File: src/rtl/pcpi_issuer_if.sv
// Handshake bundle between the core, the PCPI issuer and a PCPI coprocessor.
// "master" is the issuer's view of the bundle and "slave" is the environment's view.
`timescale 1ns/1ps
interface pcpi_issuer_if;
    logic        issue_valid;
    logic        issue_ready;
    logic [31:0] issue_insn;
    logic [31:0] issue_rs1;
    logic [31:0] issue_rs2;
    logic        pcpi_valid;
    logic [31:0] pcpi_insn;
    logic [31:0] pcpi_rs1;
    logic [31:0] pcpi_rs2;
    logic        pcpi_ready;
    logic        pcpi_wr;
    logic [31:0] pcpi_rd;
    logic        pcpi_busy;
    logic        resp_valid;
    logic        resp_ready;
    logic [31:0] resp_rd;
    logic        resp_wr;
    logic [4:0]  resp_rd_idx;
    logic        resp_trap;
    logic        spurious_ready;

    modport master (
        input  issue_valid, issue_insn, issue_rs1, issue_rs2,
               pcpi_ready, pcpi_wr, pcpi_rd, pcpi_busy, resp_ready,
        output issue_ready, pcpi_valid, pcpi_insn, pcpi_rs1, pcpi_rs2,
               resp_valid, resp_rd, resp_wr, resp_rd_idx, resp_trap, spurious_ready
    );

    modport slave (
        output issue_valid, issue_insn, issue_rs1, issue_rs2,
               pcpi_ready, pcpi_wr, pcpi_rd, pcpi_busy, resp_ready,
        input  issue_ready, pcpi_valid, pcpi_insn, pcpi_rs1, pcpi_rs2,
               resp_valid, resp_rd, resp_wr, resp_rd_idx, resp_trap, spurious_ready
    );
endinterface

File: src/rtl/pcpi_issuer.sv
// Issues one instruction at a time to a PCPI coprocessor, waits for its result
// (or traps after too many idle cycles) and hands the response back to the core.
`timescale 1ns/1ps
module pcpi_issuer #(
    parameter int unsigned TIMEOUT_CYCLES = 16
) (
    input  logic          clk,
    input  logic          resetn,
    pcpi_issuer_if.master bus
);
    // A zero timeout still needs one counter bit.
    localparam int unsigned CNT_W = (TIMEOUT_CYCLES == 0) ? 1 : $clog2(TIMEOUT_CYCLES + 1);
    localparam logic [CNT_W-1:0] CNT_LOAD = CNT_W'(TIMEOUT_CYCLES);

    typedef enum logic [1:0] {IDLE, WAIT, RESP} state_t;

    state_t      state_q, state_d;
    logic [CNT_W-1:0] cnt_q, cnt_d;
    logic        pcpi_valid_q, pcpi_valid_d;
    logic [31:0] pcpi_insn_q, pcpi_insn_d;
    logic [31:0] pcpi_rs1_q, pcpi_rs1_d;
    logic [31:0] pcpi_rs2_q, pcpi_rs2_d;
    logic        resp_valid_q, resp_valid_d;
    logic [31:0] resp_rd_q, resp_rd_d;
    logic        resp_wr_q, resp_wr_d;
    logic [4:0]  resp_rd_idx_q, resp_rd_idx_d;
    logic        resp_trap_q, resp_trap_d;
    logic        spurious_q, spurious_d;

    always_comb begin
        state_d       = state_q;
        cnt_d         = cnt_q;
        pcpi_valid_d  = pcpi_valid_q;
        pcpi_insn_d   = pcpi_insn_q;
        pcpi_rs1_d    = pcpi_rs1_q;
        pcpi_rs2_d    = pcpi_rs2_q;
        resp_valid_d  = resp_valid_q;
        resp_rd_d     = resp_rd_q;
        resp_wr_d     = resp_wr_q;
        resp_rd_idx_d = resp_rd_idx_q;
        resp_trap_d   = resp_trap_q;
        spurious_d    = spurious_q;

        case (state_q)
            IDLE: begin
                if (bus.pcpi_ready) begin
                    spurious_d = 1'b1;
                end
                if (bus.issue_valid) begin
                    pcpi_insn_d   = bus.issue_insn;
                    pcpi_rs1_d    = bus.issue_rs1;
                    pcpi_rs2_d    = bus.issue_rs2;
                    resp_rd_idx_d = bus.issue_insn[11:7];
                    cnt_d         = CNT_LOAD;
                    pcpi_valid_d  = 1'b1;
                    state_d       = WAIT;
                end
            end
            WAIT: begin
                // A result arriving on the timeout cycle still wins over the trap.
                if (bus.pcpi_ready) begin
                    resp_rd_d    = bus.pcpi_rd;
                    resp_wr_d    = bus.pcpi_wr;
                    resp_trap_d  = 1'b0;
                    pcpi_valid_d = 1'b0;
                    resp_valid_d = 1'b1;
                    state_d      = RESP;
                end else if (bus.pcpi_busy) begin
                    cnt_d = CNT_LOAD;
                end else if (cnt_q == '0) begin
                    resp_rd_d    = '0;
                    resp_wr_d    = 1'b0;
                    resp_trap_d  = 1'b1;
                    pcpi_valid_d = 1'b0;
                    resp_valid_d = 1'b1;
                    state_d      = RESP;
                end else begin
                    cnt_d = cnt_q - CNT_W'(1);
                end
            end
            RESP: begin
                if (bus.pcpi_ready) begin
                    spurious_d = 1'b1;
                end
                if (bus.resp_ready) begin
                    resp_valid_d = 1'b0;
                    state_d      = IDLE;
                end
            end
            default: begin
                state_d = IDLE;
            end
        endcase
    end

    always_ff @(posedge clk) begin
        if (resetn) begin
            state_q       <= IDLE;
            cnt_q         <= '0;
            pcpi_valid_q  <= 1'b0;
            pcpi_insn_q   <= '0;
            pcpi_rs1_q    <= '0;
            pcpi_rs2_q    <= '0;
            resp_valid_q  <= 1'b0;
            resp_rd_q     <= '0;
            resp_wr_q     <= 1'b0;
            resp_rd_idx_q <= '0;
            resp_trap_q   <= 1'b0;
            spurious_q    <= 1'b0;
        end else begin
            state_q       <= state_d;
            cnt_q         <= cnt_d;
            pcpi_valid_q  <= pcpi_valid_d;
            pcpi_insn_q   <= pcpi_insn_d;
            pcpi_rs1_q    <= pcpi_rs1_d;
            pcpi_rs2_q    <= pcpi_rs2_d;
            resp_valid_q  <= resp_valid_d;
            resp_rd_q     <= resp_rd_d;
            resp_wr_q     <= resp_wr_d;
            resp_rd_idx_q <= resp_rd_idx_d;
            resp_trap_q   <= resp_trap_d;
            spurious_q    <= spurious_d;
        end
    end

    assign bus.issue_ready    = (state_q == IDLE);
    assign bus.pcpi_valid     = pcpi_valid_q;
    assign bus.pcpi_insn      = pcpi_insn_q;
    assign bus.pcpi_rs1       = pcpi_rs1_q;
    assign bus.pcpi_rs2       = pcpi_rs2_q;
    assign bus.resp_valid     = resp_valid_q;
    assign bus.resp_rd        = resp_rd_q;
    assign bus.resp_wr        = resp_wr_q;
    assign bus.resp_rd_idx    = resp_rd_idx_q;
    assign bus.resp_trap      = resp_trap_q;
    assign bus.spurious_ready = spurious_q;
endmodule

File: src/flat_wrapper.sv
// flat-port wrapper written by rule: the top's interface ports become plain ports
module pcpi_issuer_flat 
#(
    parameter int unsigned TIMEOUT_CYCLES = 16
)
  (clk, resetn, bus_issue_valid, bus_issue_insn, bus_issue_rs1, bus_issue_rs2, bus_pcpi_ready, bus_pcpi_wr, bus_pcpi_rd, bus_pcpi_busy, bus_resp_ready, bus_issue_ready, bus_pcpi_valid, bus_pcpi_insn, bus_pcpi_rs1, bus_pcpi_rs2, bus_resp_valid, bus_resp_rd, bus_resp_wr, bus_resp_rd_idx, bus_resp_trap, bus_spurious_ready);
  pcpi_issuer_if bus_i ();
  input  logic clk;
  input  logic resetn;
  input wire logic [$bits(bus_i.issue_valid)-1:0] bus_issue_valid;
  input wire logic [$bits(bus_i.issue_insn)-1:0] bus_issue_insn;
  input wire logic [$bits(bus_i.issue_rs1)-1:0] bus_issue_rs1;
  input wire logic [$bits(bus_i.issue_rs2)-1:0] bus_issue_rs2;
  input wire logic [$bits(bus_i.pcpi_ready)-1:0] bus_pcpi_ready;
  input wire logic [$bits(bus_i.pcpi_wr)-1:0] bus_pcpi_wr;
  input wire logic [$bits(bus_i.pcpi_rd)-1:0] bus_pcpi_rd;
  input wire logic [$bits(bus_i.pcpi_busy)-1:0] bus_pcpi_busy;
  input wire logic [$bits(bus_i.resp_ready)-1:0] bus_resp_ready;
  output wire logic [$bits(bus_i.issue_ready)-1:0] bus_issue_ready;
  output wire logic [$bits(bus_i.pcpi_valid)-1:0] bus_pcpi_valid;
  output wire logic [$bits(bus_i.pcpi_insn)-1:0] bus_pcpi_insn;
  output wire logic [$bits(bus_i.pcpi_rs1)-1:0] bus_pcpi_rs1;
  output wire logic [$bits(bus_i.pcpi_rs2)-1:0] bus_pcpi_rs2;
  output wire logic [$bits(bus_i.resp_valid)-1:0] bus_resp_valid;
  output wire logic [$bits(bus_i.resp_rd)-1:0] bus_resp_rd;
  output wire logic [$bits(bus_i.resp_wr)-1:0] bus_resp_wr;
  output wire logic [$bits(bus_i.resp_rd_idx)-1:0] bus_resp_rd_idx;
  output wire logic [$bits(bus_i.resp_trap)-1:0] bus_resp_trap;
  output wire logic [$bits(bus_i.spurious_ready)-1:0] bus_spurious_ready;
  assign bus_i.issue_valid = bus_issue_valid;
  assign bus_i.issue_insn = bus_issue_insn;
  assign bus_i.issue_rs1 = bus_issue_rs1;
  assign bus_i.issue_rs2 = bus_issue_rs2;
  assign bus_i.pcpi_ready = bus_pcpi_ready;
  assign bus_i.pcpi_wr = bus_pcpi_wr;
  assign bus_i.pcpi_rd = bus_pcpi_rd;
  assign bus_i.pcpi_busy = bus_pcpi_busy;
  assign bus_i.resp_ready = bus_resp_ready;
  assign bus_issue_ready = bus_i.issue_ready;
  assign bus_pcpi_valid = bus_i.pcpi_valid;
  assign bus_pcpi_insn = bus_i.pcpi_insn;
  assign bus_pcpi_rs1 = bus_i.pcpi_rs1;
  assign bus_pcpi_rs2 = bus_i.pcpi_rs2;
  assign bus_resp_valid = bus_i.resp_valid;
  assign bus_resp_rd = bus_i.resp_rd;
  assign bus_resp_wr = bus_i.resp_wr;
  assign bus_resp_rd_idx = bus_i.resp_rd_idx;
  assign bus_resp_trap = bus_i.resp_trap;
  assign bus_spurious_ready = bus_i.spurious_ready;
  pcpi_issuer #(.TIMEOUT_CYCLES(TIMEOUT_CYCLES)) u_core (.clk(clk), .resetn(resetn), .bus(bus_i));
endmodule
File: config.mk
export PLATFORM = sky130hd
export DESIGN_NAME = pcpi_issuer_flat
export DESIGN_NICKNAME = d
export VERILOG_FILES = /design/src/rtl/pcpi_issuer_if.sv /design/src/rtl/pcpi_issuer.sv /design/src/flat_wrapper.sv
export SDC_FILE = /design/constraint.sdc
export NUM_CORES = 1
export LEC_CHECK = 0
export ABC_AREA = 0
export BUFFER_PORTS_ARGS = -buffer_cell sky130_fd_sc_hd__buf_2
export CORE_MARGIN = 1
export CORE_UTILIZATION = 35
export DETAILED_ROUTE_END_ITERATION = 10
export MAX_ROUTING_LAYER = met4
export PLACE_DENSITY_LB_ADDON = 0.2
export SYNTH_ARGS = -nofsm -noshare
export SYNTH_HDL_FRONTEND = slang
export SYNTH_SLANG_ARGS = --single-unit
File: constraint.sdc
create_clock -name clk -period 3.2 [get_ports clk]
set_input_delay 0.48 -clock clk [delete_from_list [all_inputs] [get_ports clk]]
set_output_delay 0.48 -clock clk [all_outputs]
set_load 0.01 [all_outputs]
After elaboration in Yosys (flattened, before gate mapping). Index checks and enable logic that the tools add are counted.

Input port bits: 135. Output and inout port bits: 139. Register bits after elaboration: 145.

Reductions and logical operators: 13. Equal/unequal tests: 9. $add $sub $neg: 1. Mux-type cells: 26.

Operator list (number): 32-bit 2-to-1 mux (3); 5-bit 2-to-1 mux (4); 4-bit AND reduction (4); 1-bit 2-to-1 mux (10); 2-bit 2-to-1 mux (5); 5-bit case mux with 2 select lines (1); 2-bit inequality test (second input constant) (4); 3-bit inequality test (second input constant) (2); 2-bit case mux with 3 select lines (1); 2-bit nonzero test (3); 5-bit zero test (1); 5-bit by 1-bit subtractor with 5-bit output (second input constant) (1); 1-bit case mux with 2 select lines (2); 2-bit AND reduction (2); 3-bit by 2-bit inequality test with 1-bit output (second input constant) (1); 3-bit AND reduction (1); 2-bit by 1-bit equality test with 1-bit output (second input constant) (1); 2-bit equality test (second input constant) (1); 2-bit zero test (1); 2-bit OR reduction (1).

Longest topological paths before layout.
Depth after elaboration: 5. Depth in mapped cells: 8. Depth with buffers taken out: 6.

Least setup slack after synthesis. OpenSTA, ideal clock, no wires.

Path type: flip-flop to flip-flop. Start point: register u_core.state_q[0]. End point: register u_core.pcpi_rs2_q[10] (netlist: u_core.bus.pcpi_rs2[10]). Data required time: 3.130 ns. Cell stages (with the launch flop): 8. Library setup time: 0.070 ns. Period minus slack after synthesis: 1.633 ns. Setup slack: 1.567 ns. Data arrival time: 1.563 ns. Buffers on the path: 2. Cells stage by stage: dfxtp_1 inv_1 ha_1 nand2_1 buf_2 clkbuf_1 nand2_1 a21oi_1.

Cells in the longest elaborated chain, start to end: 2.

RTL lines: start: declaration (RTL line pcpi_issuer.sv:17) `state_t state_q, state_d;`; start signal: assignment (RTL line pcpi_issuer.sv:111) `state_q <= state_d;`; 2-bit zero test; net bus_issue_ready (RTL line flat_wrapper.sv:19) `output wire logic [$bits(bus_i.issue_ready)-1:0] bus_issue_ready;`; 2-bit AND reduction (no source line); end signal: assignment (RTL line pcpi_issuer.sv:116) `pcpi_rs2_q <= pcpi_rs2_d;`; end: declaration (RTL line pcpi_issuer.sv:22) `logic [31:0] pcpi_rs2_q, pcpi_rs2_d;`.

The timed path passes the listed nets, and every way through them passes these cells. A chain may end at the register's enable or synchronous reset.

Final worst setup path.
Start point: register u_core.state_q[0]. End point: register u_core.pcpi_insn_q[2] (netlist: u_core.bus.pcpi_insn[2]).

Cells in the longest elaborated chain, start to end: 2.

RTL lines: 2-bit zero test (RTL line pcpi_issuer.sv:44) `case (state_q)`; 2-bit AND reduction (no source line); end signal: assignment (RTL line pcpi_issuer.sv:114) `pcpi_insn_q <= pcpi_insn_d;`; end: declaration (RTL line pcpi_issuer.sv:20) `logic [31:0] pcpi_insn_q, pcpi_insn_d;`.

No other way between the ends.

==> flow_metrics.env <==
export IMPL_wire_per_inst_um=13.09
export IMPL_finalCriticalPeriod_ns=1.957
export IMPL_cts_root_buf="clkbuf_16"
export IMPL_fin_nets=1032
export IMPL_synth_cell_types=34
export IMPL_total_power_mw=4.758
export IMPL_yosysSeqAreaShare_pct=54.82
export IMPL_avgViaCountPerCell=4.668
export IMPL_use_met2_pct=29.81
export IMPL_crit_path_end_kind="flop"
export IMPL_placed_area_um2=6578
export IMPL_synth_common_cells="nand2_1 (234), dfxtp_1 (140), a21oi_1 (133)"
export IMPL_startpoint_type="flop"
export IMPL_leakagePower_nw=3.402
export IMPL_routed_wl_um=14190
export IMPL_clk_pin_slew_ns=0.06
export IMPL_layout_drive_gt1_share_pct=35.18
export IMPL_ioPinCount=274
export IMPL_numClockSinks=140
export IMPL_tightest_slew_ns=0.7970
export IMPL_critPathKind="flop to flop"
export IMPL_start_util_pct=36.41
export IMPL_hold_viol=0
export IMPL_die_w_um=122.9
export IMPL_portBuffers=273
export IMPL_use_met1_pct=23.04
export IMPL_finalSetupViolCount=0
export IMPL_ys_top_cells_by_area="dfxtp_1 (55%), nand2_1 (17%), a21oi_1 (13%)"
export IMPL_grt_total_usage_pct=19.33
export IMPL_post_route_util_pct=51.18
export IMPL_grt_max_degree=98
export IMPL_grt_pass1_vias=4582
export IMPL_synth_most_common_cell="nand2_1"
export IMPL_crit_arrival_ns=2.30
export IMPL_cts_setup_buffers=0
export IMPL_synthToLayoutAreaGrowth_pct=40.58
export IMPL_die_h_um=122.9
export IMPL_drtIter0Drc=289
export IMPL_timing_fmax_ghz=0.5111
export IMPL_cts_hold_buf=0
export IMPL_power_per_cell_area_nw_per_um2=662.0
export IMPL_path_max_fanout=51
export IMPL_yosys_area_top_type_share_pct=54.82
export IMPL_drtPass1Iterations=4
export IMPL_ys_flop_type="dfxtp_1"
export IMPL_n_fill_cell=1402
export IMPL_postSynth_asyncResetShare_pct=0
export IMPL_maxSlewViolCount=0
export IMPL_hold_class="input port to flop"
export IMPL_synth_cells=645
export IMPL_core_area_um2=14040
export IMPL_vdd_drop_max_uv=360.9
export IMPL_synth_edf_count=0
export IMPL_drv_cap=0
export IMPL_htree_num_levels=4
export IMPL_clock_skew_ns=0.005390
export IMPL_slew_limit_headroom_pct=46.86
export IMPL_grt_ovfl_total=0
export IMPL_postRouteAntennaNets=0
export IMPL_ys_seq_elements=140
export IMPL_numCtsBuffers=17
export IMPL_synth_nets=785
export IMPL_grt_busiest_layer="met2"
export IMPL_diodes=0
export IMPL_register_area_um2=2803
export IMPL_cts_tree="yes"
export IMPL_drc=0
export IMPL_die_area_um2=15090
export IMPL_multi_input_area_um2=2064
export IMPL_status="finished, final reports clean"
export IMPL_netlist_area_um2=5112
export IMPL_worstPathRequired_ns=3.54
export IMPL_vias=5060
export IMPL_final_setup_tns_ns=0
export IMPL_synth_largest_area_cell="dfxtp_1"
export IMPL_ctsResizeCount=0
export IMPL_period_share_pct=61.15
export IMPL_antenna_found_initial=0
export IMPL_grt_pass1_wl_um=21950
export IMPL_fin_area_um2=7187
export IMPL_syn_area_per_cell_um2=7.926
export IMPL_num_rows=43
export IMPL_rsz0062_at_grt="no"
export IMPL_grt_util_met3_pct=6.645
export IMPL_hpwl_um=9380
export IMPL_cts_buffer_depth=2
export IMPL_yosys_warnings=0
export IMPL_clk_latency_ns=0.41
export IMPL_globalplace_congestion=0.7157
==> worst max-delay path, cell delays in order (launching register included) <==
cell and delay [ns]:
dfxtp_1 0.34, inv_1 0.10, ha_1 0.34, and2_4 0.53
buf_12 0.31, nand2_1 0.10, a21oi_1 0.14
==> path summary, 6_finish.rpt <==
path / endpoint / slack (ns) / from / cells past startpoint
max reg2reg: u_core.bus.pcpi_insn[2] / 1.24 / u_core.state_q[0] / 6
max: u_core.bus.pcpi_insn[2] / 1.24 / u_core.state_q[0] / 6
min: u_core.bus.pcpi_rs2[30] / 0.30 / bus_issue_rs2[30] / 3
min reg2reg: u_core.bus.pcpi_rs2[11] / 0.45 / u_core.bus.pcpi_rs2[11] / 2
==> cell type report <==
type | instances | share of cell area (%)
repair buffers | 280 | 20.30
flip-flops and latches | 140 | 39.00
clock inverters | 11 | 1.985
inverters | 7 | 0.3656
well taps | 180 | 3.134
clock buffers | 20 | 6.494
multi-input cells | 446 | 28.73
==> state kept, by name, indices dropped and copies added, names as in the netlist <==
name / count
u_core.bus.resp_rd: 32
u_core.bus.spurious_ready: 1
u_core.bus.pcpi_valid: 1
u_core.bus.resp_rd_idx: 4
u_core.bus.pcpi_rs1: 32
u_core.bus.resp_wr: 1
u_core.bus.resp_trap: 1
u_core.cnt_q: 5
u_core.bus.pcpi_rs2: 32
u_core.bus.resp_valid: 1
u_core.state_q: 2
u_core.bus.pcpi_insn: 28
==> power by group <==
part | switching (mW) | leakage (nW) | total, mW | internal (mW)
Combinational | 0.477 | 1.96 | 0.789 | 0.312
Sequential | 0.0685 | 1.15 | 1.96 | 1.89
Clock | 0.729 | 0.298 | 2.01 | 1.28
==> stage by stage <==
stage | hold WS (ns) | setup WS [ns] | cells
6_report | 0.2993 | 1.243 | 1084
5_1_grt | 0.2827 | 1.051 | 1084
4_1_cts | 0.2783 | 1.223 | 1084
3_5_place_dp | 0.4430 | 1.208 | 1053
3_3_place_gp | 0.4387 | 1.303 | 1053
2_1_floorplan | 0.4547 | 1.567 | 645
==> cells in the final DEF, fill, tap and decap left out, drive strengths merged, types with 4 or more instances in the layout <==
master / synthesis / final
a21oi: 133 / 133
buf: 17 / 280
clkbuf: 35 / 20
clkinv: 0 / 6
dfxtp: 140 / 140
ha: 5 / 5
inv: 7 / 7
nand2: 234 / 234
nand2b: 4 / 4
nand3: 33 / 33
nor2: 10 / 10
==> cell families (layout without fill, tap and decap cells) <==
| kind of cell | count (synthesis) | in the layout | share of synthesized area (%) |
|---|---|---|---|
| adders and majority gates | 5 | 5 | 1.224 |
| AOI/OAI and AO/OA | 145 | 145 | 14.86 |
| and+or+nand+nor | 294 | 294 | 23.62 |
| muxes | 2 | 2 | 0.4894 |
| buffers and inverters | 59 | 318 | 4.993 |
| DFF | 140 | 140 | 54.82 |
==> routing by layer <==
metal	wire (um)	part of all wire, %	vias up
met5	0	0	-
met4	187	1.3	0
met3	1048	7.4	19
met2	6723	47	166
met1	6232	44	2276
li1	-	-	2599
Note: power is estimated with default switching activity, not from simulation.
